### config.mk
export PLATFORM = sky130hd
export DESIGN_NAME = rdiv16_flat
export DESIGN_NICKNAME = d
export VERILOG_FILES = /design/src/rtl/rdiv16_if.sv /design/src/rtl/rdiv16.sv /design/src/flat_wrapper.sv
export SDC_FILE = /design/constraint.sdc
export NUM_CORES = 1
export LEC_CHECK = 0
export ABC_CLOCK_PERIOD_IN_PS = 3900
export CORE_ASPECT_RATIO = 0.5
export CORE_MARGIN = 1
export CORE_UTILIZATION = 30
export CTS_BUF_LIST = sky130_fd_sc_hd__clkbuf_8
export DETAILED_ROUTE_END_ITERATION = 6
export GPL_TIMING_DRIVEN = 0
export SKIP_CTS_REPAIR_TIMING = 1
export SYNTH_ARGS = -nofsm -noshare
export SYNTH_HDL_FRONTEND = slang
export SYNTH_SLANG_ARGS = --single-unit
### constraint.sdc
create_clock -name clk -period 3.9 [get_ports clk]
set_input_delay 0.585 -clock clk [delete_from_list [all_inputs] [get_ports clk]]
set_output_delay 0.585 -clock clk [all_outputs]
set_load 0.03 [all_outputs]
### src/rtl/rdiv16_if.sv
// rtl/rdiv16_if.sv - request/result bundle for the 16/8 restoring divider
// Purpose: groups the divider's start/operand inputs and status/result outputs.
// Signals:
//   start - request to begin a division (master -> slave)
//   dvd   - 16-bit unsigned dividend   (master -> slave)
//   dvs   - 8-bit unsigned divisor     (master -> slave)
//   busy  - division in progress       (slave -> master)
//   done  - one-cycle result-valid pulse (slave -> master)
//   q     - 16-bit quotient            (slave -> master)
//   r     - 8-bit remainder            (slave -> master)
//   dbz   - divide-by-zero flag        (slave -> master)
interface rdiv16_if;
  logic        start;
  logic [15:0] dvd;
  logic [7:0]  dvs;
  logic        busy;
  logic        done;
  logic [15:0] q;
  logic [7:0]  r;
  logic        dbz;

  modport master (
    output start, dvd, dvs,
    input  busy, done, q, r, dbz
  );

  modport slave (
    input  start, dvd, dvs,
    output busy, done, q, r, dbz
  );
endinterface

### src/rtl/rdiv16.sv
// rtl/rdiv16.sv - 16-bit by 8-bit unsigned restoring divider, one bit per cycle
// Purpose: sequential divider; 16 restoring steps per result, divide-by-zero
//          short-circuits to a saturated quotient.
// Ports:
//   clk   - rising-edge clock
//   rst_n - asynchronous active-low reset
//   bus   - rdiv16_if.slave: start/dvd/dvs in, busy/done/q/r/dbz out
module rdiv16 (
  input  logic     clk,
  input  logic     rst_n,
  rdiv16_if.slave  bus
);

  typedef enum logic [1:0] {
    IDLE = 2'd0,
    RUN  = 2'd1,
    DONE = 2'd2
  } state_t;

  state_t      state;
  state_t      state_nxt;

  // Working registers (private to the iteration)
  logic [15:0] dvd_w;
  logic [7:0]  dvs_w;
  logic [7:0]  pr;
  logic [15:0] qw;
  logic [3:0]  cnt;

  // Result registers (only touched when a result is produced)
  logic [15:0] q_out;
  logic [7:0]  r_out;
  logic        dbz_out;

  logic        accept;
  logic        busy_c;
  logic        done_c;
  logic        dz;
  logic [8:0]  pr9;
  logic        ge;
  logic [7:0]  diff;
  logic [7:0]  pr_nxt;

  // One restoring step. The compare is 9 bits so divisors above 127 work;
  // when pr9 >= dvs the true difference is below 256, so an 8-bit subtract
  // of the low bits yields exactly that difference.
  always_comb begin
    pr9    = {pr, dvd_w[15]};
    ge     = (pr9 >= {1'b0, dvs_w});
    diff   = pr9[7:0] - dvs_w;
    pr_nxt = ge ? diff : pr9[7:0];
    dz     = (dvs_w == 8'h00);
  end

  always_ff @(posedge clk or negedge rst_n) begin
    if (!rst_n) begin
      state <= IDLE;
    end else begin
      state <= state_nxt;
    end
  end

  // A start seen on the DONE exit edge is taken so that a held start
  // restarts every 17 cycles; in RUN it is ignored.
  always_comb begin
    state_nxt = state;
    accept    = 1'b0;
    busy_c    = 1'b0;
    done_c    = 1'b0;
    case (state)
      IDLE: begin
        if (bus.start) begin
          accept    = 1'b1;
          state_nxt = RUN;
        end
      end
      RUN: begin
        busy_c = 1'b1;
        if (dz || (cnt == 4'd15)) begin
          state_nxt = DONE;
        end
      end
      DONE: begin
        done_c = 1'b1;
        if (bus.start) begin
          accept    = 1'b1;
          state_nxt = RUN;
        end else begin
          state_nxt = IDLE;
        end
      end
      default: begin
        state_nxt = IDLE;
      end
    endcase
  end

  always_ff @(posedge clk or negedge rst_n) begin
    if (!rst_n) begin
      dvd_w   <= 16'h0000;
      dvs_w   <= 8'h00;
      pr      <= 8'h00;
      qw      <= 16'h0000;
      cnt     <= 4'd0;
      q_out   <= 16'h0000;
      r_out   <= 8'h00;
      dbz_out <= 1'b0;
    end else if (accept) begin
      dvd_w <= bus.dvd;
      dvs_w <= bus.dvs;
      pr    <= 8'h00;
      qw    <= 16'h0000;
      cnt   <= 4'd0;
    end else if (state == RUN) begin
      if (dz) begin
        // Zero divisor: dvd_w has not been shifted yet, so its low byte is
        // still the original dividend's low byte.
        q_out   <= 16'hFFFF;
        r_out   <= dvd_w[7:0];
        dbz_out <= 1'b1;
      end else begin
        dvd_w <= {dvd_w[14:0], 1'b0};
        pr    <= pr_nxt;
        qw    <= {qw[14:0], ge};
        cnt   <= cnt + 4'd1;
        if (cnt == 4'd15) begin
          q_out   <= {qw[14:0], ge};
          r_out   <= pr_nxt;
          dbz_out <= 1'b0;
        end
      end
    end
  end

  assign bus.busy = busy_c;
  assign bus.done = done_c;
  assign bus.q    = q_out;
  assign bus.r    = r_out;
  assign bus.dbz  = dbz_out;

endmodule

### src/flat_wrapper.sv
// flat-port wrapper written by rule: the top's interface ports become plain ports
module rdiv16_flat 
  (clk, rst_n, bus_start, bus_dvd, bus_dvs, bus_busy, bus_done, bus_q, bus_r, bus_dbz);
  rdiv16_if bus_i ();
  input  logic clk;
  input  logic rst_n;
  input wire logic [$bits(bus_i.start)-1:0] bus_start;
  input wire logic [$bits(bus_i.dvd)-1:0] bus_dvd;
  input wire logic [$bits(bus_i.dvs)-1:0] bus_dvs;
  output wire logic [$bits(bus_i.busy)-1:0] bus_busy;
  output wire logic [$bits(bus_i.done)-1:0] bus_done;
  output wire logic [$bits(bus_i.q)-1:0] bus_q;
  output wire logic [$bits(bus_i.r)-1:0] bus_r;
  output wire logic [$bits(bus_i.dbz)-1:0] bus_dbz;
  assign bus_i.start = bus_start;
  assign bus_i.dvd = bus_dvd;
  assign bus_i.dvs = bus_dvs;
  assign bus_busy = bus_i.busy;
  assign bus_done = bus_i.done;
  assign bus_q = bus_i.q;
  assign bus_r = bus_i.r;
  assign bus_dbz = bus_i.dbz;
  rdiv16 u_core (.clk(clk), .rst_n(rst_n), .bus(bus_i));
endmodule
======== Yosys cells after proc, flatten, opt, wreduce, memory -nomap -nowiden ========
Index checks and enable logic that the tools add are counted.
word-level totals
  flip-flop bits (word level) ............. 78
  bits of input ports ..................... 27
  output and inout port bits .............. 27
  word-level logic and storage cells ...... 55
cells by class
  add/sub/neg operators ................... 2
  magnitude comparators ................... 1
  eq/ne operators ......................... 6
  multiplexer cells ....................... 27
  bitwise operators ....................... 1
  reduce and logical (&&, ||, !) cells .... 9
operators by type and width
  kind                                                                     number
  16-bit two-way mux                                                       5
  8-bit two-way mux                                                        6
  15-bit two-way mux                                                       3
  4-bit two-way mux                                                        3
  9-bit by 8-bit >= comparator with 1-bit output                           1
  8-bit logical NOT                                                        1
  8-bit subtractor                                                         1
  1-bit two-way mux                                                        7
  2-bit case mux with 3 select lines                                       1
  4-bit by 1-bit adder with 4-bit output, second input constant            1
  4-bit equality test, second input constant                               1
  2-bit two-way mux                                                        2
  2-bit by 1-bit inequality test with 1-bit output, second input constant  2
  2-bit AND reduction                                                      2
  2-bit nonzero test                                                       2
  3-bit AND reduction                                                      1
  2-bit by 1-bit equality test with 1-bit output, second input constant    1
  2-bit equality test, second input constant                               1
  2-bit logical NOT                                                        1
  2-bit inequality test, second input constant                             1
  2-bit OR reduction                                                       1
  1-bit logical OR                                                         1
  1-bit inverter                                                           1

======== Depth between registers and ports, before layout ========
Gate-level depths: netlist (run 1).
  depth in word-level cells ............... 5
  gate-level depth with buffers ........... 9
  mapped depth without buffers ............ 8

======== Worst setup path before layout (run 1) ========
OpenSTA, ideal clock, no wires.
  path kind ............................... register to register
  start point ............................. reg u_core.pr[5]
  end point ............................... reg u_core.r_out[1], in the netlist u_core.bus.r[1]
  setup time .............................. 83 ps
  arrival time ............................ 1928 ps
  data required time ...................... 3817 ps
  slack ................................... 1890 ps
  cell stages (with the launch flop) ...... 8
  path buffers ............................ 1
  period minus slack after synthesis ...... 2010 ps
  cells stage by stage .................... dfrtp_1 > ha_1 > clkbuf_2 > a21oi_1 > o221ai_1 > a21oi_1 > mux2_2 > o21ai_0
between the ends
  cells in the longest elaborated chain, start to end .. 4
ends and longest elaborated chain
  element                                         line           text
  start, declared                                 rdiv16.sv:26   logic [7:0] pr;
  start signal, assigned                          rdiv16.sv:123  pr <= pr_nxt;
  9-bit by 8-bit >= comparator with 1-bit output  rdiv16.sv:49   ge = (pr9 >= {1'b0, dvs_w});
  8-bit two-way mux                               rdiv16.sv:51   pr_nxt = ge ? diff : pr9[7:0];
  8-bit two-way mux                               rdiv16.sv:126  if (cnt == 4'd15) begin
  8-bit two-way mux                               rdiv16.sv:115  if (dz) begin
  end signal, assigned                            rdiv16.sv:119  r_out <= dvd_w[7:0];
  end signal, assigned                            rdiv16.sv:128  r_out <= pr_nxt;
  end, declared                                   rdiv16.sv:32   logic [7:0] r_out;
Every way passes these cells. The select of a mux whose other input is x is not followed.
A chain may end at the register's enable or synchronous reset.

======== Worst setup path after layout (run 1) ========
  start point ............................. reg u_core.state[1]
  end point ............................... out bus_busy
between the ends
  cells in the longest elaborated chain, start to end .. 2
ends and longest elaborated chain
  element                                         line                text
  start, declared                                 rdiv16.sv:20        state_t state;
  start signal, assigned                          rdiv16.sv:59        state <= state_nxt;
  2-bit by 1-bit equality test with 1-bit output  rdiv16.sv:70        case (state)
  1-bit two-way mux                               rdiv16.sv:70
  end, declared                                   flat_wrapper.sv:10  output wire logic [$bits(bus_i.busy)-1:0] bus_busy;
Every way passes these cells.

==> results.env, run 1 <==
NETLIST-CELL-TYPE-COUNT=41
TNS_NS=0
TRITONCTS_CLOCK_TREE='yes'
GLOBAL_ROUTE.PEAK_USAGE_LAYER='met2'
FINALCRITPERIODSHARE_PCT=62.7
SYNTH_FLOP_CELL='sky130_fd_sc_hd__dfrtp_1'
SYNTH-EDFF-COUNT=0
DIODES=0
FIN_UTIL_PCT=38.9
ANTENNA_FOUND_INITIAL=0
CRIT_PATH_MAX_FANOUT=5
DR.PASS1.ITERS=7
POWER.TOTAL_mW=4.51
FINAL.HOLD.WORST_SLACK_NS=0.199
STARTPOINT_TYPE='flop'
FIRST_GLOBAL_VIAS=2987
CP_DATA_REQUIRED_TIME_NS=3.31
REG2REG_SLACK_NS=1.52
GRT_USE_MET1_PCT=21.8
GROUTE.USAGE.OVERALL_PCT=16.1
GLOBAL_ROUTE_WIRE_LENGTH_BEFORE_REPAIR_MM=15.4
ANTENNA_LEFT=0
FINALNONFILLERCELLS=619
CRITICAL_PATH_ARRIVAL_NS=1.86
FINISH.INSTANCE_AREA_UM2=4600
CHIPWIDTH_UM=158
HOLD_VIOL_FINAL=0
GLOBALROUTE.TOTALOVERFLOW=0
FLOORPLAN.CORE_AREA_UM2=11800
POST_DRT_WL_PER_CELL_UM=14.9
MAPPEDNETLISTNETS=422
NUM_VIAS=3013
DIE_AREA_UM2=12700
WORST_SETUP_PATH_END_KIND='primary output'
DR.FIRST_ITER.DRC_COUNT=128
DIE_HEIGHT_UM=80.1
YOSYS_WARNINGS=0
VIOLATIONS='DRC'
DRIVE_GT1_SHARE_PCT=6.83
CLOCK-SKEW-FINAL_NS=0.0101
AREA_GROWTH_PCT=25.8
POST_SYNTH_DESIGN_CELL_AREA_UM2=3660
GRTUSAGEMET2_PCT=25.3
FINAL_COMMON_CELL='sky130_fd_sc_hd__nand2_1'
YS_SEQ_AREA_SHARE_PCT=53.4
FLOORPLAN.IO_PINS=54
PLACEMENT.IO_BUFFERS=53
POWER.DENSITY_CELL_AREA_nW_PER_UM2=980
PLACE.GP.CONGESTION=0.789
TIMING.SLEW.HEADROOM_PCT=50.9
CLOCK_PATH_BUFFERS=2
POSTSYNTHCELLCOUNT=385
TIGHTESTPINTRANSITION_NS=0.731
FINALMAXSLEWVIOLATIONS=0
DPL.CELL_COUNT=604
OUTCOME='finished with violations'
FINALWORSTPATHREQUIREDPERIOD_NS=2.45
START_UTIL_PCT=30.9
PRE_CTS_SLACK_NS=1.54
FILLER_CELL_COUNT=1214
VDD_IR_DROP_MAX_uV=279
YS_SEQ_ELEMENTS=78
DRT-VIAS-PER-INSTANCE=4.87
CLK_LATENCY_NS=0.36
GRT_SETUP_UNREPAIRED='false'
WORSTHOLDPATHTYPE='in2async'
REPORT.FINAL.SETUP_VIOL=0
DRT_WL_TOTAL_MM=9.21
POST-ROUTE-DRC-COUNT=1
DRV.MAX_CAP_VIOLATION_COUNT=0
CLOCKROOTBUFFER='sky130_fd_sc_hd__clkbuf_8'
SITE_ROW_COUNT=28
FINAL_NET_COUNT=487
CRITPATHKIND='reg2out'
HTREE_NUM_LEVELS=3
CLOCK_SINKS=78
HPWL_MM=6.70
CLKTRANSATPATHREGS_NS=0.08
FIN_WS_NS=1.45
MET3_USAGE_PCT=3.83
LAYOUT.CELLS.MOST_COMMON_LIST='sky130_fd_sc_hd__nand2_1, sky130_fd_sc_hd__dfrtp_1, sky130_fd_sc_hd__clkdlybuf4s50_1'
ACHIEVABLE-FREQUENCY_MHz=409
ASYNC_FLOP_SHARE_PCT=100
CTS-BUFFERS-INSERTED=9
DPL_CELL_AREA_UM2=4410
GRT_MAX_DEGREE=41
POST_SYNTH.CELL_AREA_AVG_UM2=9.50
LEAKAGE_nW=1.98
[per-layer routing]
metal / vias up / share of wire (%)
met3: 15 / 3.6
met2: 51 / 46
met1: 1479 / 49
li1: 1468 / -
met5: - / 0
met4: 0 / 1.5
[worst max-delay path, cell delays in order, from the launching register on]
cell and delay (ns):
sky130_fd_sc_hd__dfrtp_1 0.38, sky130_fd_sc_hd__nand2b_1 0.20, sky130_fd_sc_hd__inv_1 0.21, sky130_fd_sc_hd__clkdlybuf4s50_1 0.71
[cell usage after synthesis, types with 3 or more instances]
cell type | number | area share [%]
sky130_fd_sc_hd__xnor2_1 | 3 | 0.72
sky130_fd_sc_hd__nand2_1 | 82 | 8.4
sky130_fd_sc_hd__nor2b_1 | 5 | 0.86
sky130_fd_sc_hd__inv_1 | 15 | 1.5
sky130_fd_sc_hd__dfrtp_1 | 78 | 53
sky130_fd_sc_hd__ha_1 | 9 | 3.1
sky130_fd_sc_hd__nor2_1 | 29 | 3.0
sky130_fd_sc_hd__a31oi_1 | 16 | 2.7
sky130_fd_sc_hd__o22ai_1 | 6 | 1.0
sky130_fd_sc_hd__nand3_1 | 12 | 1.6
sky130_fd_sc_hd__buf_4 | 3 | 0.62
sky130_fd_sc_hd__a22oi_1 | 3 | 0.62
sky130_fd_sc_hd__o21ai_0 | 25 | 3.4
sky130_fd_sc_hd__a21oi_1 | 27 | 3.7
sky130_fd_sc_hd__xor2_1 | 4 | 0.96
sky130_fd_sc_hd__o22a_1 | 15 | 3.6
sky130_fd_sc_hd__mux2i_1 | 4 | 1.1
sky130_fd_sc_hd__a211o_1 | 3 | 0.72
sky130_fd_sc_hd__buf_2 | 6 | 0.82
sky130_fd_sc_hd__nand2b_1 | 5 | 0.86
sky130_fd_sc_hd__clkbuf_1 | 12 | 1.2
[cells by family (layout without fill, tap and decap cells)]
| family | after synthesis | count (layout) | synth area share [%] |
|---|---|---|---|
| AOI/OAI and AO/OA | 107 | 107 | 18.8 |
| xor gates and xnor gates | 7 | 7 | 1.68 |
| adders and majority gates | 10 | 10 | 3.63 |
| buffers and inverters | 37 | 106 | 4.34 |
| DFF | 78 | 78 | 53.4 |
| muxes | 6 | 6 | 1.71 |
| and+or+nand+nor | 140 | 140 | 16.5 |
[path summary, 6_finish.rpt]
check,start,endpoint,cells past startpoint
worst max-delay path,u_core.state[1],bus_busy,3
worst min-delay path,rst_n,u_core.dvd_w[4],1
worst max register to register,u_core.pr[5],u_core.pr[1],7
worst min register to register,u_core.bus.dbz,u_core.bus.dbz,2
max in group asynchronous,rst_n,u_core.qw[8],2
min in group clk,u_core.bus.dbz,u_core.bus.dbz,2
[flip-flops by register name, indices dropped and copies added (netlist names)]
register        cells
u_core.state        2
u_core.cnt          4
u_core.qw          15
u_core.dvd_w       16
u_core.bus.q       16
u_core.dvs_w        8
u_core.bus.r        8
u_core.bus.dbz      1
u_core.pr           8
[cell type report]
class,count,area (µm²),area share [%]
Clock buffer,10,138,2.99
Timing Repair Buffer,54,548,11.9
Buffer,22,103,2.23
Inverter,15,56.3,1.22
Clock inverter,5,52.6,1.14
Multi-Input combinational cell,270,1550,33.6
Sequential cell,78,1950,42.4
Tap cell,165,206,4.49
[where the power goes]
part | switching (mW) | leakage, nW | internal (mW)
clock | 0.295 | 0.0970 | 0.305
combinational | 1.44 | 0.937 | 0.987
sequential | 0.281 | 0.946 | 1.21
total | 2.01 | 1.98 | 2.50
Power figures use the tool's default switching activity.
==> inputs of run 2 (changes only) <==
- ABC_CLOCK_PERIOD_IN_PS: 3900 -> 2300
- clock period: 3.9 -> 2.3 ns (I/O delays scaled with it)
==> run 2 against run 1 <==
  * The flow now finishes without violations
  * Core utilization rose by 0.34 points
  * Via count rose by 1.0%
  * Sequential share of layout area fell by 0.37 points
  * Final cell count rose by 0.16%
  * Power rose by 73%
  * Clock skew barely moved
  * Sequential power rose by 70%
  * First-iteration DRC count rose by 10%
  * Wire length rose by 1.4%
  * Final area rose by 0.87%
  * Flip-flop and latch count did not move
  * Critical path type is now reg2reg
  * Critical endpoint is now u_core.pr[1]
  * Highest routed layer unchanged
==> results.env, run 2 (synthesis results as in run 1) <==
AREA_GROWTH_PCT=26.9
GRT_MAX_DEGREE=41
DIE_AREA_UM2=12700
FINALWORSTPATHREQUIREDPERIOD_NS=2.22
START_UTIL_PCT=30.9
CRIT_PATH_MAX_FANOUT=5
GRT_SETUP_UNREPAIRED='true'
DRT-VIAS-PER-INSTANCE=4.91
GLOBALROUTE.TOTALOVERFLOW=0
POST-ROUTE-DRC-COUNT=0
DRT_WL_TOTAL_MM=9.33
PLACEMENT.IO_BUFFERS=53
FILLER_CELL_COUNT=1216
SEQ_AREA_UM2=1950
WORSTHOLDPATHTYPE='reg2reg'
LAYOUT.CELLS.MOST_COMMON_LIST='sky130_fd_sc_hd__nand2_1, sky130_fd_sc_hd__dfrtp_1, sky130_fd_sc_hd__clkdlybuf4s50_1'
CRIT_CHAIN='ha_1, a21oi_1, o221ai_2, a21oi_2, mux2_2, o21ai_0'
DR.PASS1.ITERS=4
DIE_HEIGHT_UM=80.1
FLOORPLAN.IO_PINS=54
CRITICAL_PATH_ARRIVAL_NS=2.49
PATH_DELAY_FAMILY='compound AO/OA/AOI/OAI gates'
OUTCOME='completed'
ANTENNA_FOUND_INITIAL=0
TIGHTESTPINTRANSITION_NS=0.719
GLOBAL_ROUTE_WIRE_LENGTH_BEFORE_REPAIR_MM=15.4
PLACE.GP.CONGESTION=0.789
POST_DRT_WL_PER_CELL_UM=15.0
SITE_ROW_COUNT=28
MULTI_INPUT_AREA_UM2=1570
CTS-BUFFERS-INSERTED=9
TRITONCTS_CLOCK_TREE='yes'
POWER.DENSITY_CELL_AREA_nW_PER_UM2=1680
FINALCRITPERIODSHARE_PCT=96.3
CRITICAL_PATH.MAX_STAGE_DELAY_NS=0.41
REPORT.FINAL.SETUP_VIOL=0
DR.FIRST_ITER.DRC_COUNT=141
HOLD_VIOL_FINAL=0
VDD_IR_DROP_MAX_uV=472
CLKTRANSATPATHREGS_NS=0.07
CRITPATHKIND='reg2reg'
GROUTE.USAGE.OVERALL_PCT=16.1
FINALMAXSLEWVIOLATIONS=0
ANTENNA_LEFT=0
LEAKAGE_nW=1.99
CRIT_PATH_TOP_DELAY_CELL='sky130_fd_sc_hd__dfrtp_1'
FINAL_COMMON_CELL='sky130_fd_sc_hd__nand2_1'
POWER.TOTAL_mW=7.79
DIODES=0
CLOCKROOTBUFFER='sky130_fd_sc_hd__clkbuf_8'
CLOCK_SINKS=78
HPWL_MM=6.70
FIRST_GLOBAL_VIAS=2987
FINISH.INSTANCE_AREA_UM2=4640
CP_DATA_REQUIRED_TIME_NS=2.57
TIMING.SLEW.HEADROOM_PCT=51.6
FINAL_NET_COUNT=488
DPL_CELL_AREA_UM2=4410
FINALNONFILLERCELLS=620
DRV.MAX_CAP_VIOLATION_COUNT=0
CRIT_PATH_BUF_INV_COUNT=0
HTREE_NUM_LEVELS=3
ACHIEVABLE-FREQUENCY_MHz=451
DPL.CELL_COUNT=604
CLK_LATENCY_NS=0.36
NUM_VIAS=3044
CHIPWIDTH_UM=158
CLOCK_PATH_BUFFERS=2
CLOCK-SKEW-FINAL_NS=0.0102
STARTPOINT_TYPE='flop'
DRIVE_GT1_SHARE_PCT=8.13
WORST_SETUP_PATH_END_KIND='flop'
FLOORPLAN.CORE_AREA_UM2=11800
## run 2: cell count changes in the layout (fill, tap and decap cells not counted), sizes merged
cell and delta:
dlygate4sd3 +1
## run 2: layout make-up
class	count	share of cell area, %
timing repair buffer	55	12.0
clock inverter	5	1.13
tap	165	4.45
multi-input combinational	270	33.9
buffer	22	2.26
clock buffer	10	2.96
inverter	15	1.21
sequential	78	42.0
## run 2: path summary, 6_finish.rpt
path | slack [ns] | end | startpoint | cells after the start
max | 0.08 | u_core.pr[1] | u_core.pr[3] | 6
min | 0.49 | u_core.bus.dbz | u_core.bus.dbz | 2
max reg2reg | 0.08 | u_core.pr[1] | u_core.pr[3] | 6
min reg2reg | 0.49 | u_core.bus.dbz | u_core.bus.dbz | 2
max in group asynchronous | 1.21 | u_core.qw[0] | rst_n | 3
min in group asynchronous | 0.50 | u_core.bus.r[7] | rst_n | 2
## run 2: per-stage QoR
step,util (%),setup WS [ns],setup TNS (ns),hold slack (ns)
global route,39.2,-0.0580,-0.128,0.528
global placement,37.1,-1.98,-154.51,0.469
CTS,38.9,-0.0752,-0.289,-0.0296
finish,39.2,0.0844,0,0.489
detailed placement,37.3,-0.0580,-0.175,0.363
floorplan,-,0.290,0,0.0494
## run 2: worst min-delay path: stages, from the launching register on
cell,delay [ns]
sky130_fd_sc_hd__dfrtp_1,0.35
sky130_fd_sc_hd__nand2_1,0.05
sky130_fd_sc_hd__nand2_1,0.05
## run 2: where the power goes
part	total, mW	switching [mW]	internal (mW)
clock network	1.01	0.497	0.517
logic	4.25	2.52	1.73
registers	2.53	0.481	2.05
## run 2: metal layers
layer | track usage (%) | part of all wire (%) | up-vias
li1 | - | - | 1467
met5 | 0 | 0 | -
met3 | 3.83 | 4.1 | 15
met1 | 21.8 | 48 | 1508
met4 | 5.10 | 1.4 | 0
met2 | 25.3 | 47 | 54
